===== src/rtl/cpu_pkg.sv =====
// Shared core definitions: default widths, fetch FSM states and the queued fetch entry.
package cpu_pkg;
  localparam int DEF_ADDR_W = 16;
  localparam int DEF_INST_W = 32;

  typedef enum logic {RUN = 1'b0, HALTED = 1'b1} fetch_state_e;

  typedef struct packed {
    logic [DEF_INST_W-1:0] inst;
    logic [DEF_ADDR_W-1:0] pc;
  } fetch_entry_t;
endpackage


===== src/rtl/fetch_fifo.sv =====
// Prefetch queue: DEPTH entries of W bits, flush has priority over push/pop.
module fetch_fifo #(
  parameter int W     = 48,
  parameter int DEPTH = 4,
  localparam int AW   = $clog2(DEPTH)
) (
  input  logic         clk,
  input  logic         reset,
  input  logic         push,
  input  logic         pop,
  input  logic         flush,
  input  logic [W-1:0] wdata,
  output logic [W-1:0] rdata,
  output logic [AW:0]  count
);
  logic [DEPTH-1:0][W-1:0] mem;
  logic [AW-1:0]           wr_ptr, rd_ptr;

  assign rdata = mem[rd_ptr];

  always_ff @(posedge clk) begin
    if (reset) begin
      mem    <= '0;
      wr_ptr <= '0;
      rd_ptr <= '0;
      count  <= '0;
    end else if (flush) begin
      // leave rd_ptr alone so the head output keeps its last value
      wr_ptr <= rd_ptr;
      count  <= '0;
    end else begin
      if (push) begin
        mem[wr_ptr] <= wdata;
        wr_ptr      <= wr_ptr + AW'(1);
      end
      if (pop) rd_ptr <= rd_ptr + AW'(1);
      count <= count + (AW+1)'(push) - (AW+1)'(pop);
    end
  end
endmodule


===== src/rtl/fetch_unit.sv =====
// Instruction fetch front end: issues imem reads, queues {inst, pc}, hands to decode.
module fetch_unit
  import cpu_pkg::*;
#(
  parameter int              ADDR_W   = DEF_ADDR_W,
  parameter int              INST_W   = DEF_INST_W,
  parameter int              DEPTH    = 4,
  parameter logic [ADDR_W-1:0] RESET_PC = '0
) (
  input  logic                     clk,
  input  logic                     reset,
  input  logic                     halt,
  input  logic                     redirect,
  input  logic [ADDR_W-1:0]        redirect_pc,
  output logic                     imem_req,
  output logic [ADDR_W-1:0]        imem_addr,
  input  logic [INST_W-1:0]        imem_data,
  output logic                     inst_valid,
  input  logic                     inst_ready,
  output logic [INST_W-1:0]        inst_out,
  output logic [ADDR_W-1:0]        inst_pc,
  output logic [ADDR_W-1:0]        fetch_pc,
  output logic [$clog2(DEPTH):0]   occupancy
);
  localparam int CW = $clog2(DEPTH) + 1;

  fetch_state_e      state, state_nxt;
  logic              inflight, inflight_epoch, epoch;
  logic [ADDR_W-1:0] inflight_pc;
  logic              push, pop;
  logic [CW:0]       demand;

  always_ff @(posedge clk) begin
    if (reset) state <= RUN;
    else       state <= state_nxt;
  end

  always_comb begin
    state_nxt = state;
    case (state)
      RUN:     if (halt)  state_nxt = HALTED;
      HALTED:  if (!halt) state_nxt = RUN;
      default: state_nxt = RUN;
    endcase
  end

  // Issue only if the queue can absorb this word plus the one already in flight.
  always_comb begin
    pop      = inst_valid & inst_ready & ~redirect;
    push     = inflight & (inflight_epoch == epoch) & ~redirect;
    demand   = (CW+1)'(occupancy) + (CW+1)'(inflight) - (CW+1)'(pop);
    imem_req = ~reset & (state == RUN) & ~redirect & (demand < (CW+1)'(DEPTH));
  end

  assign imem_addr  = fetch_pc;
  assign inst_valid = (occupancy != '0);

  always_ff @(posedge clk) begin
    if (reset) begin
      fetch_pc       <= RESET_PC;
      inflight       <= 1'b0;
      inflight_pc    <= '0;
      inflight_epoch <= 1'b0;
      epoch          <= 1'b0;
    end else begin
      inflight <= imem_req;
      if (imem_req) begin
        inflight_pc    <= fetch_pc;
        inflight_epoch <= epoch;
      end
      if (redirect) begin
        epoch    <= ~epoch;
        fetch_pc <= redirect_pc;
      end else if (imem_req) begin
        fetch_pc <= fetch_pc + ADDR_W'(1);
      end
    end
  end

  fetch_fifo #(.W(INST_W + ADDR_W), .DEPTH(DEPTH)) u_fifo (
    .clk   (clk),
    .reset (reset),
    .push  (push),
    .pop   (pop),
    .flush (redirect),
    .wdata ({imem_data, inflight_pc}),
    .rdata ({inst_out, inst_pc}),
    .count (occupancy)
  );
endmodule


===== config.mk =====
export PLATFORM = sky130hd
export DESIGN_NAME = fetch_unit
export DESIGN_NICKNAME = d
export VERILOG_FILES = /design/src/rtl/cpu_pkg.sv /design/src/rtl/fetch_fifo.sv /design/src/rtl/fetch_unit.sv
export SDC_FILE = /design/constraint.sdc
export NUM_CORES = 1
export LEC_CHECK = 0
export BUFFER_PORTS_ARGS = -buffer_cell sky130_fd_sc_hd__buf_4
export CAP_MARGIN = 20
export CORE_ASPECT_RATIO = 1.2
export CORE_UTILIZATION = 35
export CTS_CLUSTER_SIZE = 10
export DETAILED_ROUTE_END_ITERATION = 6
export HOLD_SLACK_MARGIN = 0.1
export PLACE_DENSITY = 0.54
export RECOVER_POWER = 25
export REMOVE_ABC_BUFFERS = 1
export SLEW_MARGIN = 20
export SYNTH_ARGS = -nofsm -noshare
export SYNTH_HDL_FRONTEND = slang
export SYNTH_HIERARCHICAL = 1
export SYNTH_SLANG_ARGS = --single-unit

===== constraint.sdc =====
create_clock -name clk -period 3.6 [get_ports clk]
set_input_delay 0.54 -clock clk [delete_from_list [all_inputs] [get_ports clk]]
set_output_delay 0.54 -clock clk [all_outputs]
set_load 0.01 [all_outputs]

Yosys cells after proc, flatten, opt, wreduce, memory -nomap -nowiden

Index checks and enable logic that the tools add are counted.

Flip-flop bits (word level): 235
Input bits: 53
Output and inout bits: 85
Word-level logic and storage cells: 53

Add/sub/neg operators: 7
Magnitude comparators: 4
Eq/ne operators: 1
Mux-type cells: 10
Bitwise logic cells: 11
Reduce and logical (&&, ||, !) cells: 7

Operator list:

| operator                                                          | number |
|---|---|
| bitwise mux 192 bit                                               | 1 |
| binary-select mux 48 bit (select 2 bit)                           | 1 |
| demux 48 bit (select 2 bit)                                       | 1 |
| 2-to-1 mux 48 bit                                                 | 2 |
| 2-to-1 mux 16 bit                                                 | 2 |
| adder 16 x 1 -> 16 bit, second input constant                     | 1 |
| AND 1 bit                                                         | 7 |
| less-than comparator 2 x 3 -> 1 bit, second input constant        | 2 |
| adder 2 x 1 -> 2 bit, second input constant                       | 2 |
| adder 3 x 1 -> 4 bit                                              | 1 |
| less-than comparator 4 x 3 -> 1 bit, second input constant        | 1 |
| 2-to-1 mux 2 bit                                                  | 2 |
| inverter 1 bit                                                    | 4 |
| AND reduction 2 bit                                               | 2 |
| nonzero test 2 bit                                                | 2 |
| subtractor 4 x 1 -> 4 bit                                         | 1 |
| adder 3 x 1 -> 3 bit                                              | 1 |
| nonzero test 3 bit                                                | 1 |
| subtractor 3 x 1 -> 3 bit                                         | 1 |
| greater-or-equal comparator 2 x 1 -> 1 bit, second input constant | 1 |
| OR reduction 2 bit                                                | 1 |
| equality test 1 bit                                               | 1 |
| logical AND 1 bit                                                 | 1 |
| 2-to-1 mux 1 bit                                                  | 1 |

Depth between registers and ports, before layout

Word-level depth: 8
Depth in mapped cells: 15
Depth with buffers taken out: 10

Hierarchy

Netlist, hierarchy kept.

Modules (own cells, without submodules):

| module     | times used | cells each | area an instance (µm²) | seq. area each (µm²) |
|---|---|---|---|---|
| fetch_fifo | 1          | 938        | 8388.0                 | 3983.8 |
| fetch_unit | 1          | 208        | 1951.9                 | 720.7 |

Least setup slack after synthesis

OpenSTA, ideal clock, no wires.

Kind: input to output
From: input redirect
To: output imem_req
Data arrival time: 3134 ps
Data required time: 3060 ps
Slack: -74 ps
Stages on the path: 13
Buffers on the path: 5
Path through: inv_1 -> clkbuf_1 -> clkbuf_1 -> and3_1 -> ha_1 -> inv_1 -> ha_1 -> and3b_1 -> or4b_4 -> buf_6 -> a211oi_2 -> buf_4 -> buf_8

Cells in the longest elaborated chain, start to end: 5
Elaborated cells between the ends (all ways): 6
Those cells by class: add/sub (1); order compare (1); bitwise (4)

Ends and longest elaborated chain:

| what                                | line             | source |
|---|---|---|
| start, declared                     | fetch_unit.sv:13 | `input logic redirect,` |
| inverter 1 bit (no line)            | -                |  |
| AND 1 bit                           | fetch_unit.sv:49 | `pop = inst_valid & inst_ready & ~redirect;` |
| via pop                             | fetch_unit.sv:30 | `logic push, pop;` |
| subtractor 4 x 1 -> 4 bit           | fetch_unit.sv:51 | `demand = (CW+1)'(occupancy) + (CW+1)'(inflight) - (CW+1)'(pop);` |
| less-than comparator 4 x 3 -> 1 bit | fetch_unit.sv:52 | `imem_req = ~reset & (state == RUN) & ~redirect & (demand < (CW+1)'(DEPTH));` |
| AND 1 bit                           | fetch_unit.sv:52 |  |
| end, declared                       | fetch_unit.sv:15 | `output logic imem_req,` |

The timed path passes the listed nets, and every way through them passes these cells.

Worst setup path in the final report

From: register u_fifo.count[1]
To: output imem_req

Cells in the longest elaborated chain, start to end: 6
Elaborated cells between the ends (all ways): 7
Those cells by class: add/sub (2); order compare (1); bitwise (3); reduce/logical (1)

Ends and longest elaborated chain:

| what                                | line             | source |
|---|---|---|
| start, declared                     | fetch_fifo.sv:14 | `output logic [AW:0] count` |
| start signal, assigned              | fetch_fifo.sv:37 | `count <= count + (AW+1)'(push) - (AW+1)'(pop);` |
| nonzero test 3 bit                  | fetch_unit.sv:56 | `assign inst_valid = (occupancy != '0);` |
| AND 1 bit (2 in series)             | fetch_unit.sv:49 |  |
| via pop                             | fetch_unit.sv:30 |  |
| subtractor 4 x 1 -> 4 bit           | fetch_unit.sv:51 |  |
| less-than comparator 4 x 3 -> 1 bit | fetch_unit.sv:52 |  |
| AND 1 bit                           | fetch_unit.sv:52 |  |

The timed path passes the listed nets, and every way through them passes these cells.

==> results.md <==
* Hold Path Class: in -> reg
* Post-synthesis cell count at 1146
* FF-to-FF setup slack at 0.37 ns
* CTS tree: yes
* Slew HR at 0.0774
* Reg-to-reg endpoint: fetch_pc[10]
* CTS clk-pin slew, worst paths at 0.06 ns
* Largest net degree at the start of global routing at 110
* Root Driver: clkbuf_16
* Total global routing overflow at 0
* Clk Latency, worst-skew pair at 0.54 ns
* CTS max path bufs at 3
* Final setup violation count at 0
* Via density at 5.06
* Post-DRT Antenna Nets at 0
* Most frequent cell after synthesis: nand2_1
* List of most frequent post-synthesis cells: 388 x nand2_1, 235 x dfxtp_1, 177 x a21oi_1
* DRC at 0
* Total of max-cap violations at 0
* VDD IR max at 0.232 mV
* Total clock sinks at 235
* Multi-input gate area in the final layout at 4880 µm²
* DP Wirelength at 15400 µm
* Crit end category: primary output
* Die height at 190 µm
* Hold Path Sink: state
* Die width at 159 µm
* Vias at 8221
* WP data required at 3.06 ns
* Total track usage at 0.179
* Drt wl/cell at 16.7 µm
* Status: complete, no violations
* Crit-path cells: or3_4 > and3_4 > ha_2 > inv_1 > ha_1 > and3b_1 > or4b_4 > a211oi_4 > buf_6
* Buffers added on ports at 137
* Worst reg2reg path depth at 12
* Synth cell types at 43
* Final WS setup at 0.121 ns
* Worst Path Max Fanout at 2
* Area growth from synthesis to layout at 16.8%
* Std cell rows at 68
* Post-Route Skew at 0.0367 ns
* Predominant post-synthesis flop cell: dfxtp_1
* Synth Area in Simple Gates at 0.184
* Async SR Flop Fraction at 0
* PwrDens at 453 nW/µm²
* Post-route minimum period at 3.48 ns
* Syn avg cell area at 9.02 µm²
* Adder-cell area share of the yosys netlist at 0.0140
* Compound-cell area share of the yosys netlist at 0.134
* Leak at 0.00410 µW
* FF+latch area at 4720 µm²
* CTS Buf Count at 28
* N_diodes at 0
* Worst Setup Path Type: reg -> out
* Largest delay share family, worst path: simple AND/OR/NAND/NOR gates
* Worst path slowest cell: or4b_4
* Synth Register Bits at 235
* Initial antenna violation count at 0
* RSZ-0062 raised after global routing: false
* Critical Path AT at 2.94 ns
* Detailed Routing Iterations Pass 1 at 4
* Initial core utilization at 0.357
* Gp weighted congestion at 0.749
* Fmax at 287 MHz
* Nets at 1299
* Setup TNS after final layout at 0 ns
* Post-placement setup slack at 0.290 ns
* Final wirelength at 27200 µm
* Post-route core utilization at 0.418
* Crit path largest cell delay at 0.54 ns
* Main combinational cell family by area after synthesis: simple AND/OR/NAND/NOR gates
* Final hold slack at 0.223 ns
* Largest area contributor in the netlist: dfxtp_1
* Post-synth EDFFs at 0
* Placed insts at 1580
* Share of cells above drive strength 1 at 0.204
* Final Hold Fails at 0
* Area share of the largest cell type after synthesis at 0.455
* Hold_sp: halt
* XOR/XNOR Fraction of Synth Area at 0.0152
* Final Cycle Share at 0.966
* Reg2reg start: u_fifo/count[1]
* DRT iter0 DRCs at 472
* Synth top area cells: dfxtp_1 45%, nand2_1 14%, mux4_2 10%
* Post-synthesis mux area share at 0.123
* # IOs at 138
* Slew Limit Fails at 0
* First-pass GRT wire length at 43800 µm
* Slew @ Worst Pin at 1.38 ns
* CP Launch Type: flop
* CP bufs+invs at 2
* Core ar. at 28900 µm²
* Synth warn at 6
* Netlist Area Pre-Place at 10300 µm²
* Register area share after synthesis at 0.455
* Fillers at 2946
* Number of global-route vias before repair at 8086
* WHS Path Cells at 2
* Htree depth at 1
* Die area at 30200 µm²
* Cell Count, Final, Fillers Out at 1626
-- stage by stage --
step           total power, µW  area (µm²)
2_1_floorplan             2830        9620
3_3_place_gp              3030       11400
3_5_place_dp              3040       11400
4_1_cts                   5570       12200
5_1_grt                   5690       12100
6_report                  5470       12100
-- routing by layer --
layer / track usage / routed length [µm] / share of wire / vias up
met5: 0 / 0 / 0 / -
met4: 0.0425 / 399 / 0.015 / 0
li1: - / - / - / 4018
met3: 0.0226 / 1400 / 0.051 / 30
met1: 0.237 / 12300 / 0.45 / 3951
met2: 0.309 / 13100 / 0.48 / 222
-- how the worst max path moves through the flow --
stage                     slack (ns)  cells after the start             from              to
after detailed placement        0.29                     11  u_fifo/count[2]    fetch_pc[10]
after global routing            0.02                      9  u_fifo/count[1]        imem_req
final                           0.12                      9  u_fifo/count[1]        imem_req
after CTS                      0.005                      9  u_fifo/count[2]        imem_req
after floorplan                -0.62                      8         redirect        imem_req
after global placement          0.36                     11  u_fifo/count[2]  inflight_pc[1]
-- logic make-up (layout without fill, tap and decap cells) --
family / after synthesis / after routing
simple gates: 464 / 464
flops: 235 / 235
compound gates: 228 / 228
buf+inv: 123 / 218
mux: 67 / 67
xor+xnor: 18 / 18
fa+ha+maj: 11 / 11
-- timing repair --
| item | 4_1_cts | 5_1_grt |
|---|---|---|
| endpoints found under the hold margin | 0 | 0 |
| gates resized for setup | 6 | 2 |
| hold buffers | 0 | 0 |
| setup endpoints to repair | 1 | 1 |
| buffers inserted | 5 | 5 |
| pin swaps | 3 | 2 |
-- layout make-up --
class / instances / area share
Clock inverter: 1 / 0.000725
Tap cell: 385 / 0.0399
Timing Repair Buffer: 165 / 0.0956
Inverter: 17 / 0.00528
Sequential cell: 235 / 0.390
Clock buffer: 35 / 0.0644
Multi-Input combinational cell: 788 / 0.404
-- flip-flops by register name (all words and copies together), names as in the netlist --
register / cells
u_fifo/mem: 192
state: 1
inflight_pc: 16
u_fifo/rd_ptr: 2
epoch: 1
u_fifo/wr_ptr: 2
inflight_epoch: 1
fetch_pc: 16
u_fifo/count: 3
inflight: 1
-- cell usage in the layout (no fill, tap or decap), types with 4 or more instances in the layout --
cell and instances:
ha_1 9, and3b_2 4, inv_1 17, xnor2_1 15, mux4_2 48, clkbuf_1 40
buf_4 120, nand3_1 8, a2111oi_0 4, clkbuf_8 4, dfxtp_1 232, nor2_1 35
clkbuf_16 29, buf_12 4, nand2_1 388, a21oi_1 177, and4_1 5, a211oi_1 13
mux2i_1 19, a21oi_2 20
-- report_power, final --
| part | total (µW) | internal (µW) | switching, µW |
|---|---|---|---|
| registers | 2670 | 2630 | 43.3 |
| clock network | 2520 | 1490 | 1030 |
| logic | 285 | 118 | 167 |
| total | 5470 | 4230 | 1240 |
Power figures use the tool's default switching activity.
